[src/rtl/stopwatch_timebase.sv]
// Stopwatch timing front end: 1/2/4/50 Hz divider, 4 Hz-sampled button debouncers, seconds-to-MM:SS BCD.
// Optional macro STOPWATCH_BTN_EDGE_EN builds registered rising-edge pulses for the debounced buttons.
module stopwatch_timebase #(
    parameter int unsigned CLK_HZ      = 100000000,
    parameter int unsigned DEB_SAMPLES = 2
) (
    input  logic        clk,
    input  logic        rst,
    input  logic        btn_s,
    input  logic        btn_r,
    input  logic [11:0] seconds,
    output logic        clk_1hz,
    output logic        clk_2hz,
    output logic        clk_4hz,
    output logic        clk_50hz,
    output logic        tick_1hz,
    output logic        tick_2hz,
    output logic        tick_4hz,
    output logic        tick_50hz,
    output logic        btn_s_db,
    output logic        btn_r_db,
    output logic        btn_s_rise,
    output logic        btn_r_rise,
    output logic [3:0]  sec_u,
    output logic [3:0]  sec_t,
    output logic [3:0]  min_u,
    output logic [3:0]  min_t
);

    localparam int unsigned CW = $clog2(CLK_HZ / 2);
    localparam logic [3:0] DEB_N = 4'(DEB_SAMPLES);

    function automatic int unsigned half_period(input int unsigned idx);
        case (idx)
            0:       return CLK_HZ / 2;
            1:       return CLK_HZ / 4;
            2:       return CLK_HZ / 8;
            default: return CLK_HZ / 100;
        endcase
    endfunction

    // Index 0..3 = 1, 2, 4, 50 Hz
    logic [3:0] sq_all;
    logic [3:0] tick_all;

    for (genvar g = 0; g < 4; g++) begin : g_div
        localparam logic [CW-1:0] LAST = CW'(half_period(g) - 1);

        logic [CW-1:0] cnt_q, cnt_d;
        logic          sq_q, sq_d;
        logic          tick_q, tick_d;

        always_comb begin
            cnt_d  = cnt_q + 1'b1;
            sq_d   = sq_q;
            tick_d = 1'b0;
            if (cnt_q == LAST) begin
                cnt_d  = '0;
                sq_d   = ~sq_q;
                tick_d = ~sq_q;
            end
        end

        always_ff @(posedge clk) begin
            if (rst) begin
                cnt_q  <= '0;
                sq_q   <= 1'b0;
                tick_q <= 1'b0;
            end else begin
                cnt_q  <= cnt_d;
                sq_q   <= sq_d;
                tick_q <= tick_d;
            end
        end

        assign sq_all[g]   = sq_q;
        assign tick_all[g] = tick_q;
    end

    assign clk_1hz   = sq_all[0];
    assign clk_2hz   = sq_all[1];
    assign clk_4hz   = sq_all[2];
    assign clk_50hz  = sq_all[3];
    assign tick_1hz  = tick_all[0];
    assign tick_2hz  = tick_all[1];
    assign tick_4hz  = tick_all[2];
    assign tick_50hz = tick_all[3];

    // Index 0 = btn_s, 1 = btn_r
    logic [1:0] btn_raw;
    logic [1:0] db_all;
    logic [1:0] rise_all;

    assign btn_raw = {btn_r, btn_s};

    for (genvar b = 0; b < 2; b++) begin : g_deb
        logic       meta_q, meta_d;
        logic       sync_q, sync_d;
        logic       db_q, db_d;
        logic [3:0] cnt_q, cnt_d;

        always_comb begin
            meta_d = btn_raw[b];
            sync_d = meta_q;
            db_d   = db_q;
            cnt_d  = cnt_q;
            if (tick_all[2]) begin
                if (sync_q != db_q) begin
                    if (cnt_q + 4'd1 == DEB_N) begin
                        db_d  = sync_q;
                        cnt_d = '0;
                    end else begin
                        cnt_d = cnt_q + 4'd1;
                    end
                end else begin
                    cnt_d = '0;
                end
            end
        end

        always_ff @(posedge clk) begin
            if (rst) begin
                meta_q <= 1'b0;
                sync_q <= 1'b0;
                db_q   <= 1'b0;
                cnt_q  <= '0;
            end else begin
                meta_q <= meta_d;
                sync_q <= sync_d;
                db_q   <= db_d;
                cnt_q  <= cnt_d;
            end
        end

        assign db_all[b] = db_q;

`ifdef STOPWATCH_BTN_EDGE_EN
        // Pulse lands one cycle after the debounced level rises
        logic prev_q, prev_d;
        logic rise_q, rise_d;

        always_comb begin
            prev_d = db_q;
            rise_d = db_q & ~prev_q;
        end

        always_ff @(posedge clk) begin
            if (rst) begin
                prev_q <= 1'b0;
                rise_q <= 1'b0;
            end else begin
                prev_q <= prev_d;
                rise_q <= rise_d;
            end
        end

        assign rise_all[b] = rise_q;
`else
        assign rise_all[b] = 1'b0;
`endif
    end

    assign btn_s_db   = db_all[0];
    assign btn_r_db   = db_all[1];
    assign btn_s_rise = rise_all[0];
    assign btn_r_rise = rise_all[1];

    logic [6:0]  min_val;
    logic [5:0]  sec_val;
    logic [15:0] digits_q, digits_d;

    always_comb begin
        min_val  = 7'(seconds / 12'd60);
        sec_val  = 6'(seconds % 12'd60);
        digits_d = {4'(min_val / 7'd10), 4'(min_val % 7'd10),
                    4'(sec_val / 6'd10), 4'(sec_val % 6'd10)};
    end

    always_ff @(posedge clk) begin
        if (rst) begin
            digits_q <= '0;
        end else begin
            digits_q <= digits_d;
        end
    end

    assign min_t = digits_q[15:12];
    assign min_u = digits_q[11:8];
    assign sec_t = digits_q[7:4];
    assign sec_u = digits_q[3:0];

endmodule

[config.mk]
export PLATFORM = sky130hd
export DESIGN_NAME = stopwatch_timebase
export DESIGN_NICKNAME = d
export VERILOG_FILES = /design/src/rtl/stopwatch_timebase.sv
export SDC_FILE = /design/constraint.sdc
export NUM_CORES = 1
export LEC_CHECK = 0
export CORE_AREA = 3 3 128 130
export CTS_BUF_LIST = sky130_fd_sc_hd__clkbuf_4 sky130_fd_sc_hd__clkbuf_8
export DETAILED_ROUTE_END_ITERATION = 16
export DIE_AREA = 0 0 131 133
export HOLD_SLACK_MARGIN = 0.15
export MAX_ROUTING_LAYER = met4
export PLACE_DENSITY = 0.69
export SYNTH_ARGS = -nofsm -noshare
export SYNTH_HDL_FRONTEND = slang
export SYNTH_SLANG_ARGS = --single-unit
[constraint.sdc]
create_clock -name clk -period 10.8 [get_ports clk]
set_clock_uncertainty 0.15 [all_clocks]
set_input_delay 3.24 -clock clk [delete_from_list [all_inputs] [get_ports clk]]
set_output_delay 3.24 -clock clk [all_outputs]
set_load 0.02 [all_outputs]
==> run summary, run 1 <==
Area Growth Syn to Fin -> 11.3%
Post-synth EDFFs -> 0
Crit path largest cell delay -> 740 ps
FP Rows -> 45
DRT antenna net count -> 0
Most frequent cells after synthesis -> nor2_1 (151), dfxtp_1 (141), nand2_1 (61), xor2_1 (55), nand3_1 (54)
Arr. time, crit path -> 9370 ps
Final Hold Viols -> 0
Worst Setup Start Kind -> input port
Final setup fails -> 0
Die area -> 17400 um2
Initial antenna violation count -> 0
Setup crit end kind -> flop
DR WL/cell -> 12.7 um
Worst-margin pin slew -> 821 ps
Clock Power Share -> 32.9%
CTS sink cnt -> 141
Final Non-Filler Cells -> 1172
Largest net degree at the start of global routing -> 38
Std-Cell Core Area -> 15300 um2
Sw Pwr -> 0.379 mW
Power Total -> 1.23 mW
Sequential power share -> 44.7%
DRT Pass-1 Iters -> 5
Non-Filler Cell Area, Final -> 8450 um2
IO Port Bufs -> 40
Final wirelength -> 14900 um
Worst hold start -> g_deb[1].meta_q
Inserted Diodes -> 0
Hold Buf Count CTS -> 0
Post-synth top flop -> dfxtp_1
Cts repair resizes -> 0
Crit path cell chain -> clkdlybuf4s50_1 > o311ai_1 > nand3_1 > a2111oi_2 > a21oi_1 > a311oi_1 > o21ai_0 > nand4_1 > o21ai_0 > a21oi_1 > ha_1 > o21ai_0 > or4_1 > a21oi_1 > nor2b_1 > o21a_1 > xnor2_1 > ha_1 > inv_1 > o21ai_0 > and3_1 > mux2_2 > a21oi_1
Placed instance area -> 8070 um2
Cell area power density -> 146 nW/um2
Pleak -> 3.07 nW
Max-capacitance violation count -> 0
HPWL after DPL -> 10400 um
Io pins -> 44
Hold Path End -> g_deb[1].sync_q
Synth async-reset ratio -> 0%
Placed Cells incl. Taps -> 1140
HP Class -> flop to flop
Sw Share -> 30.8%
H-tree levels -> 4
Initial Utilization -> 49.7%
Fmax achieved -> 109 MHz
Cell-internal power -> 0.851 mW
Number of global-route vias before repair -> 5743
Largest area contributor in the netlist -> dfxtp_1
Comb power frac -> 22.4%
WHS -> 295 ps
Post-synthesis area per instance -> 8.18 um2
Final Net Count -> 980
Fraction of layout instances using a drive strength above 1 -> 6.45%
Synth cell types -> 80
Area contributors post-synth -> dfxtp_1 (37%), nor2_1 (7.5%), xor2_1 (6.3%)
Status -> finished, final reports clean
WP buf/inv -> 2
Slew HR -> 45.2%
Worst R2R Setup Slack -> 8280 ps
Worst Hold Depth -> 1
Setup WS pre-CTS -> 1310 ps
RSZ-0062 raised after global routing -> no
Die Wd -> 131 um
Final Cycle Share -> 84.7%
Yosys Warn Count -> 0
Die Y -> 133 um
WS Path Type -> input port to flop
CTS tree -> yes
Worst-path fanout max -> 19
Clock transition at the registers of the reported paths -> 70 ps
Crit-path slowest cell -> clkdlybuf4s50_1
Fin Setup TNS -> 0 ps
Clk_lat worst skew -> 460 ps
Reg2reg end -> g_div[3].cnt_q[13]
Synth Instances -> 928
All-Layer GR Usage -> 18.4%
Final GP Congestion -> 0.855
Clk buf depth -> 2
CTS Root Cell -> clkbuf_8
Via count -> 6367
Post-CTS Setup Repair Bufs -> 0
Yosys reg bits -> 141
1st-iter DRT viols -> 363
Fin. max-slew vios -> 0
VDD IR max -> 92.1 uV
First-pass GRT wire length -> 26200 um
Finished Core Util -> 55.4%
Seq/Total Area, Yosys -> 37.2%
Worst setup margin -> 1650 ps
Delay-heaviest family, CP -> compound AO/OA/AOI/OAI gates
Critical Path RT -> 11020 ps
Yosys top cell area share -> 37.2%
Worst reg2reg path startpoint -> g_div[3].cnt_q[0]
# DRC -> 0
Synth Cell Area -> 7590 um2
Crit path time final -> 9150 ps
Clock buffer count from CTS -> 17
Most common cell in the synthesized netlist -> nor2_1
Via density per instance -> 5.43
Remaining global-route overflow -> 0
R2R depth -> 7
[cell usage in the layout, fill, tap and decap left out, types with 6 or more instances in the layout]
cell type,netlist,routed
nor2_1,151,151
dfxtp_1,141,141
nand2_1,61,61
xor2_1,55,55
nand3_1,54,54
xnor2_1,46,46
a21oi_1,43,43
clkdlybuf4s50_1,0,39
o21ai_0,34,34
inv_1,32,32
and3_1,30,30
nand4_1,26,26
nor3_1,22,22
clkbuf_8,0,19
ha_1,16,16
or3_1,14,14
nand2b_1,11,11
nor4_1,9,9
nor3b_1,7,7
a31oi_1,6,6
a21o_1,6,6
and4_1,6,6
nor2b_1,6,6
[layout make-up]
cell class	count	area, um2
inverter	34	133
clock buffer	20	269
clock inverter	12	114
tap	211	264
fill	1453	6810
sequential	141	2820
timing repair buffer	41	403
multi-input combinational	713	4450
[flip-flops by register name, indices dropped and copies added, names as in the netlist, 2 cells and up]
signal and count:
digits_q 15, g_div.cnt_q 104, g_deb.cnt_q 8, g_deb.meta_q 2
g_deb.sync_q 2
[kinds of logic (layout without fill, tap and decap cells)]
logic type,Yosys count,in the layout,share of synthesized area [%]
AND/OR/NAND/NOR,429,429,28.1
AO/OA/AOI/OAI,153,153,14.3
flip-flops,141,141,37.2
XOR/XNOR,102,102,11.9
buffers and inverters,76,107,4.33
adder cells (fa/ha/maj),18,18,2.90
multiplexers,8,8,1.27
other,1,3,0.0494
[power groups by stage]
stage          Clock, mW  Sequential [mW]  Combinational [mW]
2_1_floorplan          0            0.576               0.188
3_3_place_gp           0            0.562               0.272
3_5_place_dp           0            0.562               0.274
4_1_cts            0.421            0.550               0.275
5_1_grt            0.440            0.551               0.307
6_report           0.405            0.550               0.275
[worst max-delay path by stage]
stage / start / end / slack (ps) / cells past startpoint
final: seconds[11] / digits_q[12] / 1650 / 23
after CTS: seconds[11] / digits_q[12] / 1770 / 23
after floorplan: seconds[11] / digits_q[12] / 2680 / 24
after detailed placement: seconds[11] / digits_q[9] / 1310 / 22
after global routing: seconds[11] / digits_q[10] / 1100 / 22
after global placement: seconds[11] / digits_q[9] / 1520 / 22
[per-layer routing]
layer / share of wire [%] / GRT usage [%]
met1: 50 / 24.9
met2: 45 / 27.2
met3: 3.4 / 3.96
met4: 1.1 / 6.00
met5: 0 / -
Note: power is estimated with default switching activity, not from simulation.
==> run 2: changes to the inputs <==
==> constraint.sdc (replaced) <==
create_clock -name clk -period 8.65 [get_ports clk]
set_clock_uncertainty 0.15 [all_clocks]
set_input_delay 2.595 -clock clk [delete_from_list [all_inputs] [get_ports clk]]
set_output_delay 2.595 -clock clk [all_outputs]
set_load 0.02 [all_outputs]
==> run 2 against run 1 <==
Net effect:
- via count fell by 0.30%
- global-route usage down 0.37 points
- cell count up 0.51%
- first-iteration DRC count is 27% higher
- combinational power is 26% higher
- critical path type unchanged
- sequential power up 25%
- largest power group unchanged
- clock power up 44%
- routed wire length is 0.25% higher
==> run summary, run 2 (synthesis gave the netlist of run 1 again) <==
Final Cycle Share -> 92.2%
Worst-margin pin slew -> 820 ps
Worst-path fanout max -> 12
Largest regs -> g_div.cnt_q x104, digits_q x15, g_deb.cnt_q x8
Crit path time final -> 7980 ps
Clk_lat worst skew -> 440 ps
Die Wd -> 131 um
Die Y -> 133 um
DRT Pass-1 Iters -> 5
DR WL/cell -> 12.6 um
Final GP Congestion -> 0.835
Final setup fails -> 0
Crit path cell chain -> clkdlybuf4s50_1 > buf_4 > o311ai_1 > nand3_1 > a2111oi_2 > a21oi_1 > a311oi_1 > o21ai_0 > nand4_1 > o21ai_0 > a21oi_1 > ha_1 > o21ai_0 > or4_1 > a21oi_1 > nor2b_1 > o21a_1 > xnor2_1 > ha_1 > inv_1 > o21bai_1 > o221a_2 > o311ai_0
Clk buf depth -> 2
VDD IR max -> 113 uV
H-tree levels -> 4
Initial Utilization -> 49.7%
Io pins -> 44
Arr. time, crit path -> 8130 ps
Std-Cell Core Area -> 15300 um2
Largest net degree at the start of global routing -> 38
Die area -> 17400 um2
Worst reg2reg path startpoint -> g_div[3].cnt_q[0]
FP Rows -> 45
WL met3 -> 439 um
Remaining global-route overflow -> 0
Fmax achieved -> 125 MHz
Setup crit end kind -> flop
Clock buffer count from CTS -> 17
Met2 WL -> 6910 um
RSZ-0062 raised after global routing -> no
Crit-path slowest cell -> a2111oi_2
Multi-input logic area -> 4450 um2
Fin. max-slew vios -> 0
Post-CTS Setup Repair Bufs -> 0
Area Growth Syn to Fin -> 12.7%
Final wirelength -> 14900 um
Number of global-route vias before repair -> 5597
Most frequent cells in the layout -> nor2_1 (151), dfxtp_1 (141), nand2_1 (61)
CTS Root Cell -> clkbuf_8
Initial antenna violation count -> 0
Placed Cells incl. Taps -> 1146
CTS sink cnt -> 141
Critical Path RT -> 8800 ps
Slew HR -> 45.2%
First-pass GRT wire length -> 25500 um
WS Path Type -> input port to flop
Status -> finished, final reports clean
R2R depth -> 7
Commonest non-fill, non-tap cell in the layout -> nor2_1
Max-capacitance violation count -> 0
Max layer used -> met4
HP Class -> flop to flop
All-Layer GR Usage -> 18.0%
1st-iter DRT viols -> 460
Met1 WL -> 7450 um
Fraction of layout instances using a drive strength above 1 -> 7.03%
Final Net Count -> 986
Final Non-Filler Cells -> 1178
Inserted Diodes -> 0
Biggest register -> g_div.cnt_q
Clock transition at the registers of the reported paths -> 70 ps
Worst hold start -> g_deb[1].meta_q
Hold Path End -> g_deb[1].sync_q
Fill count -> 1400
Cell area power density -> 189 nW/um2
Max FFs per register -> 104
Via count -> 6348
Worst R2R Setup Slack -> 6120 ps
CTS tree -> yes
HPWL after DPL -> 10500 um
# DRC -> 0
DRT antenna net count -> 0
IO Port Bufs -> 40
Seq. cell area -> 2820 um2
Crit path largest cell delay -> 630 ps
Pleak -> 3.13 nW
Worst Hold Depth -> 1
Cts repair resizes -> 0
Reg2reg end -> g_div[3].cnt_q[2]
Final Hold Viols -> 0
Hold Buf Count CTS -> 0
Via density per instance -> 5.39
Fin Setup TNS -> 0 ps
Worst Setup Start Kind -> input port
-- run 2: routing by layer --
metal,up-vias,GRT usage (%)
met5,-,-
met4,0,5.37
met3,9,3.84
met2,87,26.8
met1,2940,24.6
li1,3312,-
-- run 2: area by class of cell --
class | instances | share of cell area [%]
clock buffer | 17 | 2.73
sequential | 141 | 33.0
inverter | 34 | 1.55
tap | 211 | 3.08
clock inverter | 15 | 2.46
timing repair buffer | 47 | 5.23
multi-input combinational | 713 | 52.0
-- run 2: critical path: cells and delay by family --
family / cells / cell delay (ps)
adder cells (fa/ha/maj): 2 / 370
AO/OA/AOI/OAI: 13 / 3160
AND/OR/NAND/NOR: 4 / 850
buffers and inverters: 3 / 920
XOR/XNOR: 1 / 200
-- run 2: worst max path at each step --
stage	startpoint	end	slack (ps)	depth (start not counted)
floorplan	seconds[11]	digits_q[12]	1180	24
global placement	seconds[11]	digits_q[12]	440	25
detailed placement	seconds[11]	digits_q[9]	300	24
CTS	seconds[11]	digits_q[9]	760	24
global route	seconds[10]	digits_q[10]	40	24
finish	seconds[10]	digits_q[9]	670	23
-- run 2: power breakdown --
group | leakage (nW) | internal, mW | switching, mW
logic | 1.77 | 0.145 | 0.202
clock network | 0.218 | 0.319 | 0.263
registers | 1.14 | 0.673 | 0.0138
-- run 2: per-stage QoR --
| stage | utilization [%] | worst slack [ps] | power, mW | hold slack, ps | instance area (um2) |
|---|---|---|---|---|---|
| 2_1_floorplan | - | 1180 | 0.953 | 264 | 7600 |
| 3_3_place_gp | 53.2 | 443 | 1.05 | 274 | 8110 |
| 3_5_place_dp | 53.2 | 304 | 1.05 | 279 | 8110 |
| 4_1_cts | 56.1 | 764 | 1.63 | 297 | 8560 |
| 5_1_grt | 56.1 | 44.8 | 1.70 | 308 | 8560 |
| 6_report | 56.1 | 673 | 1.62 | 290 | 8560 |
==> RTL edit, RTL diff (settings of run 2) <==
`CLK_HZ`: 100000000 -> 200000000.
--- a/src/rtl/stopwatch_timebase.sv
+++ b/src/rtl/stopwatch_timebase.sv
@@ -1,7 +1,7 @@
 // Stopwatch timing front end: 1/2/4/50 Hz divider, 4 Hz-sampled button debouncers, seconds-to-MM:SS BCD.
 // Optional macro STOPWATCH_BTN_EDGE_EN builds registered rising-edge pulses for the debounced buttons.
 module stopwatch_timebase #(
-    parameter int unsigned CLK_HZ      = 100000000,
+    parameter int unsigned CLK_HZ      = 200000000,
     parameter int unsigned DEB_SAMPLES = 2
 ) (
     input  logic        clk,
Formal check against the unedited RTL: same outputs for any inputs over 10 cycles, from zero or initial values and one cycle with rst high; that may be too few to reach the edited logic, so the function may still have changed.
==> RTL edit against run 2 <==
  * Maximum frequency increased by 0.81%
  * Final cell count increased by 4.8%
  * Synthesized cell count increased by 5.2%
  * Area after synthesis increased by 5.5%
  * Power increased by 0.99%
  * Cell area increased by 5.3%
  * Non-clock buffer count increased by 11
  * Core utilization increased by 3.0 points
  * Register-to-register slack got worse by 0.30 ns
  * Sequential cell count increased by 4
  * Worst setup slack improved by 0.064 ns
  * First-iteration DRC count decreased by 13%
  * Wire length increased by 6.3%
  * Largest power group unchanged
==> RTL edit: results <==
[placement]
dp_slack_ns = 0.3221
gp_congestion = 0.9015
hpwl_um = 11110
placed_area_sq_um = 8586

[critical_path]
reg2regPathDepth = 5
cp_slowest_cell = clkdlybuf4s50_1
crit-reg2reg-capture = g_div[1].cnt_q[3]$_SDFF_PP0_
arrival_ns = 8.09
timing.rr.start = g_div[1].cnt_q[10]$_SDFF_PP0_
critical_path.max_stage_delay_ns = 0.67
reg2reg_slack_ns = 5.82
path_max_fanout = 11

[timing]
timing.final.ws_setup_ns = 0.7373
maxSlewHeadroom_pct = 47.80

[routing]
drt-vias-per-instance = 5.383
drt_iter0_drc = 398
drt_wl_total_um = 15840

[synth]
ys_types = 86
ys_seq_area_share_pct = 36.26
synthTopCellsByArea = dfxtp_1, nor2_1, xnor2_1
async_reset_ff_share_pct = 0
synthTopCellsByCount = nor2_1, dfxtp_1, nand2_1, nand3_1, xnor2_1

[layout]
largest_registers = g_div.cnt_q x108, digits_q x15, g_deb.cnt_q x8
nets = 1041

[grt]
grt_max_degree = 50
first_global_vias = 5859
grt_pass1_wl_um = 26940

[outcome]
status = completed

[power]
p_leak_nw = 3.275
power_switching_mw = 0.4656
irDropWorstVdd_uv = 123.7

[min_path]
holdCritStartpoint = g_div[1].cnt_q[0]$_SDFF_PP0_
min_to = g_div[1].cnt_q[0]$_SDFF_PP0_

[clock_tree]
cts_setup_buffers = 0
-- RTL edit: changes by cell type in the layout (fill, tap and decap cells not counted), sizes merged, moves of 6 or more --
cell | run 2 | this run
mux2i | 5 | 11
clkbuf | 17 | 23
nand4 | 26 | 17
or3 | 15 | 21
nand2 | 61 | 71
xnor2 | 47 | 54
and3 | 30 | 24
buf | 8 | 19
inv | 39 | 32
-- RTL edit: layout make-up --
type                       count  area, sq um
inverter                      32        120.1
tap                          211        264.0
clock buffer                  23        297.8
multi-input combinational    756         4768
sequential                   145         2903
fill                        1349         6245
timing repair buffer          58        530.5
clock inverter                 9        130.1
-- RTL edit: metrics by stage --
| step | hold slack, ns | std cells | power [mW] |
|---|---|---|---|
| after floorplan | 0.2638 | 978 | 0.9818 |
| after global placement | 0.2807 | 1202 | 1.076 |
| after detailed placement | 0.2892 | 1202 | 1.077 |
| after CTS | 0.3048 | 1234 | 1.644 |
| after global routing | 0.3337 | 1234 | 1.714 |
| final | 0.2994 | 1234 | 1.631 |
-- RTL edit: power groups by stage --
stage | Sequential, mW | Combinational (mW) | Clock [mW]
detailed placement | 0.715 | 0.362 | 0
floorplan | 0.736 | 0.246 | 0
CTS | 0.699 | 0.365 | 0.580
global route | 0.702 | 0.402 | 0.610
finish | 0.699 | 0.366 | 0.566
global placement | 0.715 | 0.361 | 0
-- RTL edit: routing by layer --
layer  wire [um]  vias to the layer above  global-route usage (%)
met3         612                       17                   4.481
met2        6760                      114                   27.00
met5           0                        -                       -
met4         197                        0                   4.686
li1            -                     3482                       -
met1        8267                     3030                   26.92
-- RTL edit: how the worst max path moves through the flow --
stage | from | cells after the start | end
6_report | seconds[7] | 23 | digits_q[10]$_SDFF_PP0_
5_1_grt | seconds[9] | 26 | digits_q[10]$_SDFF_PP0_
4_1_cts | seconds[7] | 23 | digits_q[10]$_SDFF_PP0_
3_5_place_dp | seconds[7] | 23 | digits_q[10]$_SDFF_PP0_
3_3_place_gp | seconds[7] | 22 | digits_q[10]$_SDFF_PP0_
2_1_floorplan | seconds[8] | 27 | digits_q[10]$_SDFF_PP0_
-- RTL edit: critical path: cells and delay by family --
kind,cells,cell delay (ns)
xor gates and xnor gates,1,0.17
muxes,1,0.30
buffers and inverters,5,1.23
AOI/OAI and AO/OA,10,2.22
adders and majority gates,2,0.50
and+or+nand+nor,4,1.06
-- RTL edit: cells by family (layout without fill, tap and decap cells) --
group	after synthesis	in the layout	share of synthesized area (%)
XOR/XNOR	108	108	11.91
AND/OR/NAND/NOR	447	447	27.51
other	1	3	0.04684
buffers and inverters	77	122	4.267
adder cells (fa/ha/maj)	16	16	2.470
AO/OA/AOI/OAI	166	166	15.36
flip-flops	145	145	36.26
multiplexers	16	16	2.173
